**src/rtl/core_pipe_ctrl_pkg.sv**
```systemverilog
// core_pipe_ctrl_pkg: shared encodings for the pipeline sequencer.
//   - stage hold levels driven on hold_out
//   - bus owner encoding for bus_owner_out
//   - sequencer FSM state encoding
//   - PC value reported on jump_addr_out out of reset
package core_pipe_ctrl_pkg;

    localparam logic [1:0] HOLD_NONE = 2'd0;
    localparam logic [1:0] HOLD_PC   = 2'd1;
    localparam logic [1:0] HOLD_IF   = 2'd2;
    localparam logic [1:0] HOLD_ID   = 2'd3;

    localparam logic BUS_OWNER_IF = 1'b0;
    localparam logic BUS_OWNER_EX = 1'b1;

    localparam logic [31:0] CPU_RST_ADDRESS = 32'h0000_0000;

    typedef enum logic [1:0] {
        PCTRL_RUN    = 2'd0,
        PCTRL_EX_MEM = 2'd1,
        PCTRL_FLUSH  = 2'd2,
        PCTRL_ERR    = 2'd3
    } pctrl_state_e;

endpackage

```
**src/rtl/core_pipe_ctrl_if.sv**
```systemverilog
// core_pipe_ctrl_if: request/handshake bundle between core_ex, the fetch
// unit, the memory bus and the pipeline sequencer.
//   master : the surrounding pipeline (drives requests, receives controls)
//   slave  : the sequencer itself
interface core_pipe_ctrl_if;

    logic        ex_hold_flag_in;
    logic        ex_jump_flag_in;
    logic [31:0] ex_jump_addr_in;
    logic        ex_mem_req_in;
    logic        if_req_in;
    logic        bus_ack_in;

    logic        bus_req_out;
    logic        bus_owner_out;
    logic        ex_mem_done_out;
    logic [1:0]  hold_out;
    logic        jump_flag_out;
    logic [31:0] jump_addr_out;
    logic        flush_out;
    logic        bus_err_out;

    modport master (
        output ex_hold_flag_in, ex_jump_flag_in, ex_jump_addr_in,
               ex_mem_req_in, if_req_in, bus_ack_in,
        input  bus_req_out, bus_owner_out, ex_mem_done_out, hold_out,
               jump_flag_out, jump_addr_out, flush_out, bus_err_out
    );

    modport slave (
        input  ex_hold_flag_in, ex_jump_flag_in, ex_jump_addr_in,
               ex_mem_req_in, if_req_in, bus_ack_in,
        output bus_req_out, bus_owner_out, ex_mem_done_out, hold_out,
               jump_flag_out, jump_addr_out, flush_out, bus_err_out
    );

endinterface

```
**src/rtl/core_ctrl_timer.sv**
```systemverilog
// core_ctrl_timer: loadable counter with a single terminal flag.
//   clk, rst  : clock, synchronous active-high reset (count -> 0)
//   clr       : force count to 0 (highest priority after rst)
//   load      : load load_val
//   en        : step by one (up when COUNT_UP, else down)
//   hit_o     : count == LIMIT when counting up, count == 0 when counting down
module core_ctrl_timer #(
    parameter int WIDTH    = 4,
    parameter bit COUNT_UP = 1'b0,
    parameter int LIMIT    = 0
) (
    input  logic             clk,
    input  logic             rst,
    input  logic             clr,
    input  logic             load,
    input  logic [WIDTH-1:0] load_val,
    input  logic             en,
    output logic             hit_o
);

    logic [WIDTH-1:0] cnt_q, cnt_d;

    always_comb begin
        cnt_d = cnt_q;
        if (clr)
            cnt_d = '0;
        else if (load)
            cnt_d = load_val;
        else if (en)
            cnt_d = COUNT_UP ? cnt_q + WIDTH'(1) : cnt_q - WIDTH'(1);
    end

    always_ff @(posedge clk) begin
        if (rst)
            cnt_q <= '0;
        else
            cnt_q <= cnt_d;
    end

    assign hit_o = COUNT_UP ? (cnt_q == WIDTH'(LIMIT)) : (cnt_q == '0);

endmodule

```
**src/rtl/core_pipe_ctrl.sv**
```systemverilog
// core_pipe_ctrl: pipeline sequencer for the RV32I core.
// Arbitrates the memory bus between fetch and EX load/store, drives the
// stage hold level, PC redirect and IF/ID flush, and traps bus timeouts.
//   clk, rst : core clock, synchronous active-high reset
//   bus      : core_pipe_ctrl_if.slave (EX/IF requests, bus ack, all controls)
//
//   state        | meaning
//   PCTRL_RUN    | normal flow, fetch owns the bus
//   PCTRL_EX_MEM | EX load/store owns the bus until ack
//   PCTRL_FLUSH  | wrong-path bubbles after a taken jump
//   PCTRL_ERR    | bus timed out, halted until reset
module core_pipe_ctrl
    import core_pipe_ctrl_pkg::*;
#(
    parameter int FLUSH_CYCLES = 2,
    parameter int BUS_TIMEOUT  = 16
) (
    input logic             clk,
    input logic             rst,
    core_pipe_ctrl_if.slave bus
);

    localparam int FLUSH_W = $clog2(FLUSH_CYCLES) + 1;
    localparam int TO_W    = $clog2(BUS_TIMEOUT) + 1;

    pctrl_state_e state_q, state_d;
    logic         jump_flag_q, jump_flag_d;
    logic [31:0]  jump_addr_q, jump_addr_d;
    logic         flush_q, flush_d;
    logic         bus_err_q, bus_err_d;

    logic         bus_req, bus_owner, ex_mem_done;
    logic [1:0]   hold;
    logic         stall, to_hit, fl_hit, fl_load, fl_en;

    always_comb begin
        bus_req     = 1'b0;
        bus_owner   = BUS_OWNER_IF;
        hold        = HOLD_NONE;
        ex_mem_done = 1'b0;
        case (state_q)
            PCTRL_RUN: begin
                bus_req = bus.if_req_in;
                if (bus.ex_jump_flag_in) begin
                    hold = HOLD_NONE;
                end else if (bus.ex_mem_req_in) begin
                    // Give the bus a dead cycle before EX takes it over.
                    hold    = HOLD_ID;
                    bus_req = 1'b0;
                end else if (bus.ex_hold_flag_in) begin
                    hold = HOLD_ID;
                end else if (bus.if_req_in && !bus.bus_ack_in) begin
                    hold = HOLD_PC;
                end
            end
            PCTRL_EX_MEM: begin
                bus_req     = 1'b1;
                bus_owner   = BUS_OWNER_EX;
                hold        = HOLD_ID;
                // A reset landing on the ack cycle must not report completion.
                ex_mem_done = bus.bus_ack_in && !rst;
            end
            PCTRL_FLUSH: begin
                bus_req = bus.if_req_in;
            end
            PCTRL_ERR: begin
                hold = HOLD_ID;
            end
        endcase
    end

    assign stall = bus_req && !bus.bus_ack_in;

    always_comb begin
        state_d     = state_q;
        jump_flag_d = 1'b0;
        jump_addr_d = jump_addr_q;
        fl_load     = 1'b0;
        fl_en       = 1'b0;
        case (state_q)
            PCTRL_RUN: begin
                if (bus.ex_jump_flag_in) begin
                    state_d     = PCTRL_FLUSH;
                    jump_flag_d = 1'b1;
                    jump_addr_d = bus.ex_jump_addr_in;
                    fl_load     = 1'b1;
                end else if (bus.ex_mem_req_in) begin
                    state_d = PCTRL_EX_MEM;
                end
            end
            PCTRL_EX_MEM: begin
                if (bus.bus_ack_in)
                    state_d = PCTRL_RUN;
            end
            PCTRL_FLUSH: begin
                if (fl_hit)
                    state_d = PCTRL_RUN;
                else
                    fl_en = 1'b1;
            end
            PCTRL_ERR: begin
                state_d = PCTRL_ERR;
            end
        endcase
        // A timeout overrides whatever the current state wanted to do.
        if (stall && to_hit) begin
            state_d     = PCTRL_ERR;
            jump_flag_d = 1'b0;
            jump_addr_d = jump_addr_q;
            fl_load     = 1'b0;
        end
        flush_d   = (state_d == PCTRL_FLUSH);
        bus_err_d = bus_err_q || (state_d == PCTRL_ERR);
    end

    always_ff @(posedge clk) begin
        if (rst) begin
            state_q     <= PCTRL_RUN;
            jump_flag_q <= 1'b0;
            jump_addr_q <= CPU_RST_ADDRESS;
            flush_q     <= 1'b0;
            bus_err_q   <= 1'b0;
        end else begin
            state_q     <= state_d;
            jump_flag_q <= jump_flag_d;
            jump_addr_q <= jump_addr_d;
            flush_q     <= flush_d;
            bus_err_q   <= bus_err_d;
        end
    end

    core_ctrl_timer #(
        .WIDTH    (FLUSH_W),
        .COUNT_UP (1'b0),
        .LIMIT    (0)
    ) u_flush_timer (
        .clk      (clk),
        .rst      (rst),
        .clr      (1'b0),
        .load     (fl_load),
        .load_val (FLUSH_W'(FLUSH_CYCLES - 1)),
        .en       (fl_en),
        .hit_o    (fl_hit)
    );

    // Counts consecutive unacknowledged request cycles.
    core_ctrl_timer #(
        .WIDTH    (TO_W),
        .COUNT_UP (1'b1),
        .LIMIT    (BUS_TIMEOUT - 1)
    ) u_timeout_timer (
        .clk      (clk),
        .rst      (rst),
        .clr      (!stall),
        .load     (1'b0),
        .load_val ('0),
        .en       (stall),
        .hit_o    (to_hit)
    );

    assign bus.bus_req_out     = bus_req;
    assign bus.bus_owner_out   = bus_owner;
    assign bus.ex_mem_done_out = ex_mem_done;
    assign bus.hold_out        = hold;
    assign bus.jump_flag_out   = jump_flag_q;
    assign bus.jump_addr_out   = jump_addr_q;
    assign bus.flush_out       = flush_q;
    assign bus.bus_err_out     = bus_err_q;

endmodule

```
**src/flat_wrapper.sv**
```systemverilog
// flat-port wrapper written by rule: the top's interface ports become plain ports
module core_pipe_ctrl_flat import core_pipe_ctrl_pkg::*;
#(
    parameter int FLUSH_CYCLES = 2,
    parameter int BUS_TIMEOUT  = 16
)
  (clk, rst, bus_ex_hold_flag_in, bus_ex_jump_flag_in, bus_ex_jump_addr_in, bus_ex_mem_req_in, bus_if_req_in, bus_bus_ack_in, bus_bus_req_out, bus_bus_owner_out, bus_ex_mem_done_out, bus_hold_out, bus_jump_flag_out, bus_jump_addr_out, bus_flush_out, bus_bus_err_out);
  core_pipe_ctrl_if bus_i ();
  input logic clk;
  input logic rst;
  input wire logic [$bits(bus_i.ex_hold_flag_in)-1:0] bus_ex_hold_flag_in;
  input wire logic [$bits(bus_i.ex_jump_flag_in)-1:0] bus_ex_jump_flag_in;
  input wire logic [$bits(bus_i.ex_jump_addr_in)-1:0] bus_ex_jump_addr_in;
  input wire logic [$bits(bus_i.ex_mem_req_in)-1:0] bus_ex_mem_req_in;
  input wire logic [$bits(bus_i.if_req_in)-1:0] bus_if_req_in;
  input wire logic [$bits(bus_i.bus_ack_in)-1:0] bus_bus_ack_in;
  output wire logic [$bits(bus_i.bus_req_out)-1:0] bus_bus_req_out;
  output wire logic [$bits(bus_i.bus_owner_out)-1:0] bus_bus_owner_out;
  output wire logic [$bits(bus_i.ex_mem_done_out)-1:0] bus_ex_mem_done_out;
  output wire logic [$bits(bus_i.hold_out)-1:0] bus_hold_out;
  output wire logic [$bits(bus_i.jump_flag_out)-1:0] bus_jump_flag_out;
  output wire logic [$bits(bus_i.jump_addr_out)-1:0] bus_jump_addr_out;
  output wire logic [$bits(bus_i.flush_out)-1:0] bus_flush_out;
  output wire logic [$bits(bus_i.bus_err_out)-1:0] bus_bus_err_out;
  assign bus_i.ex_hold_flag_in = bus_ex_hold_flag_in;
  assign bus_i.ex_jump_flag_in = bus_ex_jump_flag_in;
  assign bus_i.ex_jump_addr_in = bus_ex_jump_addr_in;
  assign bus_i.ex_mem_req_in = bus_ex_mem_req_in;
  assign bus_i.if_req_in = bus_if_req_in;
  assign bus_i.bus_ack_in = bus_bus_ack_in;
  assign bus_bus_req_out = bus_i.bus_req_out;
  assign bus_bus_owner_out = bus_i.bus_owner_out;
  assign bus_ex_mem_done_out = bus_i.ex_mem_done_out;
  assign bus_hold_out = bus_i.hold_out;
  assign bus_jump_flag_out = bus_i.jump_flag_out;
  assign bus_jump_addr_out = bus_i.jump_addr_out;
  assign bus_flush_out = bus_i.flush_out;
  assign bus_bus_err_out = bus_i.bus_err_out;
  core_pipe_ctrl #(.FLUSH_CYCLES(FLUSH_CYCLES), .BUS_TIMEOUT(BUS_TIMEOUT)) u_core (.clk(clk), .rst(rst), .bus(bus_i));
endmodule
```
**config.mk**
```make
export PLATFORM = sky130hd
export DESIGN_NAME = core_pipe_ctrl_flat
export DESIGN_NICKNAME = d
export VERILOG_FILES = /design/src/rtl/core_pipe_ctrl_pkg.sv /design/src/rtl/core_pipe_ctrl_if.sv /design/src/rtl/core_ctrl_timer.sv /design/src/rtl/core_pipe_ctrl.sv /design/src/flat_wrapper.sv
export SDC_FILE = /design/constraint.sdc
export NUM_CORES = 1
export LEC_CHECK = 0
export BUFFER_PORTS_ARGS = -buffer_cell sky130_fd_sc_hd__buf_2
export CAP_MARGIN = 25
export CORE_ASPECT_RATIO = 0.75
export CORE_MARGIN = 3
export CORE_UTILIZATION = 53
export CTS_CLUSTER_DIAMETER = 80
export CTS_CLUSTER_SIZE = 30
export DETAILED_ROUTE_END_ITERATION = 8
export PLACE_DENSITY_LB_ADDON = 0.05
export SYNTH_ARGS = -nofsm -noshare
export SYNTH_HDL_FRONTEND = slang
export SYNTH_SLANG_ARGS = --single-unit
```
**constraint.sdc**
```tcl
create_clock -name clk -period 3.28 [get_ports clk]
set_clock_uncertainty 0.15 [all_clocks]
set_input_delay 0.328 -clock clk [delete_from_list [all_inputs] [get_ports clk]]
set_output_delay 0.328 -clock clk [all_outputs]
set_load 0.05 [all_outputs]
```
# == Word-level counts from Yosys, hierarchy flattened ==
# Cells that the tools add are included.
# word_totals
out_inout_bits,40
ff_bits,44
wordCells,55
inputBits,39
# classes
bitwise,2
mux,23
n_reduce_logical,14
n_eq_ne,6
add_sub_neg,2
# op_table
op,count
$mux 2,8
$mux 1,12
$eq 2x2->1 const B,4
$pmux 2 s4,1
$reduce_or 2->1,3
$add 5x1->5 const B,1
$eq 5x4->1 const B,1
$logic_and 1x1->1,4
$logic_not 2->1,2
$pmux 2 s2,1
$pmux 1 s3,1
$reduce_and 3->1,1
$eq 2x1->1 const B,1
$logic_not 1->1,2
$not 1->1,2
$reduce_bool 2->1,1
$sub 2x1->2 const B,1
$logic_or 1x1->1,1

# == Longest topological paths before layout ==
# Gate-level depths: netlist of run 1.
# depth
ltp_word,8
depth_mapped,9
ltp_nobuf,7

# == Modules after synthesis ==
# Synthesis of run 1 repeated with hierarchy kept, for this count alone.
# hier_totals
cells_unflattened,223
area_unflattened_um2,2163.3
# by_module_without_submodules
module,n_inst,area_each_um2,cells_per_inst,seq_area_each_um2
core_pipe_ctrl,1,1747.9,177,740.7
core_ctrl_timer (u_core.u_timeout_timer),1,287.8,32,100.1
core_ctrl_timer (u_core.u_flush_timer),1,127.6,14,40.0

# == Least setup slack after synthesis of run 1 ==
# OpenSTA, ideal clock, no wires.
# synth_timing
path_type,reg-to-output
start,reg u_core.state_q[0]
end,out bus_ex_mem_done_out
slack_ns,0.785
arrival_ns,2.017
t_required_ns,2.802
path_stages_with_launch,6
path_buffers,1
cell_sequence,dfxtp_1 > buf_2 > inv_1 > nor2_1 > nand2_1 > nor2_1
# synth_between
elab_chain_len,2
# synth_rtl
item,line_no,text
"start, declared",core_pipe_ctrl.sv:26,"pctrl_state_e state_q, state_d;"
"start signal, assigned",core_pipe_ctrl.sv:124,state_q <= state_d;
$eq 2x1->1,core_pipe_ctrl.sv:41,case (state_q)
$mux 1,core_pipe_ctrl.sv:41,
"end, declared",flat_wrapper.sv:19,output wire logic [$bits(bus_i.ex_mem_done_out)-1:0] bus_ex_mem_done_out;
# Every way passes these cells.

# == Final worst setup path of run 1 ==
# layout_timing
start,reg u_core.u_timeout_timer.cnt_q[0]
end,"reg u_core.jump_addr_q[4], in the netlist u_core.bus.jump_addr_out[4]"
# layout_between
elab_chain_len,4
# layout_rtl
item,line_no,text
"start, declared",core_ctrl_timer.sv:21,"logic [WIDTH-1:0] cnt_q, cnt_d;"
"start signal, assigned",core_ctrl_timer.sv:37,cnt_q <= cnt_d;
$eq 5x4->1,core_ctrl_timer.sv:40,assign hit_o = COUNT_UP ? (cnt_q == WIDTH'(LIMIT)) : (cnt_q == '0);
$logic_and 1x1->1,core_pipe_ctrl.sv:106,if (stall && to_hit) begin
$not 1->1 (no line),-,
$reduce_and 3->1 (no line),-,
"end signal, assigned",core_pipe_ctrl.sv:126,jump_addr_q <= jump_addr_d;
"end, declared",core_pipe_ctrl.sv:28,"logic [31:0] jump_addr_q, jump_addr_d;"
# Every way passes these cells.
# A chain may end at the register's enable or synchronous reset.

==> metrics.txt, run 1 <==
status finished clean; FF+latch area 881 um2; largest net degree at the start of global routing 69; FMAX 411 MHz; Mapped Nets 255; worst slew pin tran 0.878 ns; CP max FO 36; kind of critical path reg2reg; cts bufs inserted 5; Hold Crit Class in2reg; fraction of synthesized cell area in xor and xnor cells 1.24%; Rows 19; CP Capture Type flop; Sink Count 44; fin worst setup slack 0.846 ns; Setup Viol. Count Final 0; io pins 79; hold path start bus_ex_jump_addr_in[11]; Routed Antenna Nets 0; area of the multi-input gates 0.00109 mm2; DR iter-0 viols 71; clk slew on worst S/H paths 0.09 ns; Post-CTS Hold Fix Bufs 0; GRT Total Usage 16.9%; number of synthesized flops with an enable pin 0; HPWL Detailed 2730 um; post-detailed-route DRC marker count 0; Post-CTS Repair Setup Buffers 0; total wire length 4060 um; maximum VDD drop 0.000286 V; Die Area 0.00481 mm2; Core ar. 0.00376 mm2; Place WS 0.832 ns; period utilization 74.2%; Hold Fails Final Rpt 0; sequential area share after synthesis 41.5%; Seq cells post-synth 44; average cell area after synthesis 9.97 um2; Critical Path Source u_core.u_timeout_timer.cnt_q[0]; initial antenna violation count 0; Synth Area in Adders 1.77%; Synth Area in Simple Gates 19.0%; leakage power 1.14 nW; startpoint type of the worst setup path flop; H-tree lvl count 2; GP Congestion 0.796; synth warn 0; Clock Path Buffers 2; layout cells sized above 1 55.9%; Crit Reg-Reg Startpoint u_core.u_timeout_timer.cnt_q[0]; Data required, critical path 3.35 ns; Fin Setup TNS 0 ns; Chip Height 60.8 um; initial core utilization 56.6%; Syn Std Cell Area 0.00212 mm2; commonest cells after routing, fill and taps aside buf_2 (78), dfxtp_1 (44), a21bo_2 (32), a21oi_1 (23), nand3_1 (18); I/O Buffers 78; first-pass GRT wire length 6530 um; WP data arrival 2.50 ns; area grow syn2layout 21.1%; Max Cap Viol 0; max-slew violations 0; routed length per placed instance 12.2 um; Synth cell types 33; normalized max-slew margin 41.4%; number of antenna diodes 0; later-pin clock latency in the skew report 0.29 ns; CTS tree done; RSZ-0062 raised after global routing false; via count 1676; Die Width 79.1 um; Fill cells 340; Root Driver clkbuf_8; commonest non-fill, non-tap cell in the layout buf_2; ys async rst share 0%; mux contribution to synthesized area 0%; largest family of logic cells by synthesized area compound AO/OA/AOI/OAI gates; Final #Nets 322; PostCTS Resize Cnt 0; top_reg_cell synth dfxtp_1; DR vias/cell 5.03; vias in the first global route 1505; DRT Pass-1 Iters 4; post-synthesis compound-gate area fraction 29.1%; pwr dens 488 mW/mm2; Overflow after GRT 0; gate count of the mapped netlist 213; Final min period 2.43 ns
[sequential cells by signal, summed over array words and instances, names as in the netlist]
name / count
u_core.bus.jump_flag_out: 1
u_core.u_timeout_timer.cnt_q: 5
u_core.u_flush_timer.cnt_q: 2
u_core.state_q: 2
u_core.bus.flush_out: 1
u_core.bus.bus_err_out: 1
u_core.bus.jump_addr_out: 32
[cell usage after synthesis (all sizes together), types with 2 or more instances]
cell type	n	area, um2
nor3b	3	27.5
o21ai	2	10.0
a21oi	39	255
dfxtp	44	881
a21bo	32	320
nand2	4	15.0
nor2b	2	12.5
xnor2	2	17.5
buf	12	103
nand3	34	250
clkbuf	8	30.0
inv	7	26.3
nor2	10	37.5
ha	3	37.5
[metal layers]
layer | up-vias | routed length (um) | track usage [%]
li1 | 877 | - | -
met1 | 744 | 2030 | 21.3
met3 | 5 | 322 | 5.93
met4 | 0 | 30 | 5.39
met5 | - | 0 | 0
met2 | 50 | 1670 | 27.7
[worst paths after layout]
check | to | slack (ns) | cells after the start
worst max-delay path | u_core.bus.jump_addr_out[4] | 0.85 | 8
worst min-delay path | u_core.bus.jump_addr_out[11] | 0.12 | 3
worst max register to register | u_core.bus.jump_addr_out[4] | 0.85 | 8
worst min register to register | u_core.u_timeout_timer.cnt_q[0] | 0.31 | 1
[metrics by stage]
step           total power [mW]  util (%)  hold WS [ns]  instances  area (um2)
6_report                   1.25      68.5         0.115        333        2570
3_5_place_dp              0.927      66.1         0.307        325        2480
2_1_floorplan             0.854         -         0.268        213        2120
3_3_place_gp              0.926      65.5         0.282        324        2460
5_1_grt                    1.32      68.5         0.111        333        2570
4_1_cts                    1.27      68.5         0.110        333        2570
[cell type report]
| class | count | area share [%] |
|---|---|---|
| sequential | 44 | 34.2 |
| clock buffer | 6 | 3.21 |
| inverter | 7 | 1.02 |
| timing repair buffer | 80 | 16.2 |
| tap | 52 | 2.53 |
| multi-input combinational | 142 | 42.4 |
| clock inverter | 2 | 0.389 |
[where the power goes]
part / internal [mW] / switching (mW)
clock: 0.168 / 0.174
combinational: 0.105 / 0.221
sequential: 0.569 / 0.0187
[kinds of logic (layout without fill, tap and decap cells)]
kind of cell / count (synthesis) / in the layout
AOI/OAI and AO/OA: 77 / 77
and+or+nand+nor: 59 / 59
DFF: 44 / 44
buffers and inverters: 27 / 95
adders and majority gates: 3 / 3
xor gates and xnor gates: 3 / 3
[critical path: stages (launching register included)]
cell,delay [ns]
dfxtp_1,0.36
ha_1,0.18
and3_1,0.16
ha_1,0.12
nor2b_1,0.23
nand4_4,0.43
buf_12,0.35
a21bo_2,0.22
a21oi_1,0.14
(Power assumes the default switching activity.)
==> run 2, diff against run 1 <==
Settings changed: CORE_UTILIZATION 53 to 49.
Clock period 3.28 ns to 2.5 ns, I/O delays scaled along.
==> run 2 against run 1 <==
First-iteration DRC count rose by 46%; clock power increased by 70%; wire length rose by 4.1%; largest power group unchanged; power grew 43%; die area up 7.4%; via count shrank 0.18%; utilization shrank 4.4 points; register-to-register slack got worse by 0.42 ns; global-route usage increased by 0.35 points; largest cell class unchanged; cell area is 2.2% higher; critical endpoint is now bus_bus_req_out; setup slack got worse by 0.42 ns; combinational power grew 33%.
==> metrics.txt, run 2 (synthesized netlist as in run 1, its figures left out) <==
Rows 20; Die Width 82.0 um; Hold Fails Final Rpt 0; Overflow after GRT 0; area grow syn2layout 23.9%; layout cells sized above 1 56.0%; number of antenna diodes 0; FF+latch area 881 um2; commonest cells after routing, fill and taps aside buf_2 (78), dfxtp_1 (44), a21bo_2 (32), a21oi_1 (23), nand3_1 (18); startpoint type of the worst setup path flop; CP Capture Type output pin; period utilization 82.8%; H-tree lvl count 2; GRT Total Usage 17.3%; DR iter-0 viols 104; Hold Crit Class in2reg; Post-CTS Repair Setup Buffers 0; largest net degree at the start of global routing 69; status finished clean; DRT Pass-1 Iters 4; GP Congestion 0.685; Setup Viol. Count Final 0; Clock Path Buffers 2; post-route cell area 0.00263 mm2; CTS tree done; PostCTS Resize Cnt 0; HPWL Detailed 2840 um; max-slew violations 0; Fin Setup TNS 0 ns; maximum VDD drop 0.000388 V; Final #Nets 323; first-pass GRT wire length 7040 um; later-pin clock latency in the skew report 0.29 ns; worst slew pin tran 0.385 ns; Fill cells 381; CP max FO 9; Max Cap Viol 0; FMAX 483 MHz; Chip Height 63.0 um; Final min period 2.07 ns; cts bufs inserted 5; Routed Antenna Nets 0; Die Area 0.00517 mm2; initial antenna violation count 0; DR vias/cell 4.96; leakage power 1.16 nW; post-detailed-route DRC marker count 0; Root Driver clkbuf_8; Data required, critical path 2.10 ns; RSZ-0062 raised after global routing false; via count 1673; commonest non-fill, non-tap cell in the layout buf_2; total wire length 4230 um; Largest register FFs 32; dpl cell area 0.00250 mm2; Sink Count 44; normalized max-slew margin 74.3%; routed length per placed instance 12.5 um; pwr dens 680 mW/mm2; vias in the first global route 1562; Core ar. 0.00410 mm2; WP data arrival 1.67 ns; I/O Buffers 78; area of the multi-input gates 0.00109 mm2; final core occ 64.1%; Post-CTS Hold Fix Bufs 0; initial core utilization 51.8%; kind of critical path reg2out; io pins 79; clk slew on worst S/H paths 0.08 ns
[run 2: changes by cell type in the layout (fill, tap and decap cells not counted), sizes merged]
cell	change
buf	+1
bufinv	+1
clkbuf	+1
clkinv	-2
[run 2: stage by stage]
stage                     instances  hold WS [ns]  total power [mW]  worst slack, ns
after global routing            337        0.0218              1.88            0.227
after CTS                       337        0.0255              1.81            0.411
after detailed placement        329         0.291              1.23            0.440
after floorplan                 213         0.230              1.12           0.0832
final                           337        0.0376              1.79            0.429
after global placement          329         0.282              1.22            0.528
[run 2: power by group]
part | switching, mW | total, mW | internal (mW)
logic | 0.293 | 0.435 | 0.142
clock network | 0.230 | 0.582 | 0.352
registers | 0.0255 | 0.772 | 0.746
[run 2: critical path, stage by stage, from the launching register on]
cell and delay [ns]:
dfxtp_1 0.41, or4b_4 0.61, nand3_1 0.12, inv_1 0.04
buf_2 0.20
[run 2: final cells by class]
| cell class | instances | area share, % |
|---|---|---|
| Multi-Input combinational cell | 142 | 41.5 |
| Timing Repair Buffer | 81 | 16.6 |
| Clock inverter | 1 | 1.14 |
| Inverter | 7 | 0.999 |
| Clock buffer | 7 | 3.66 |
| Tap cell | 55 | 2.62 |
| Sequential cell | 44 | 33.5 |
[run 2: worst paths after layout]
path / start / endpoint / slack [ns] / cells past startpoint
worst min register to register: u_core.u_timeout_timer.cnt_q[0] / u_core.u_timeout_timer.cnt_q[0] / 0.31 / 1
worst min-delay path: bus_ex_jump_addr_in[8] / u_core.bus.jump_addr_out[8] / 0.04 / 3
worst max register to register: u_core.u_timeout_timer.cnt_q[0] / u_core.bus.jump_addr_out[28] / 0.43 / 8
worst max-delay path: u_core.state_q[1] / bus_bus_req_out / 0.43 / 4
[run 2: metal layers]
layer  track usage, %  vias up  part of all wire, %
met1             21.1      732                   49
met3             7.49        5                  8.7
met4             3.11        0                 0.50
li1                 -      884                    -
met2             28.2       52                   42
met5                0        -                    0
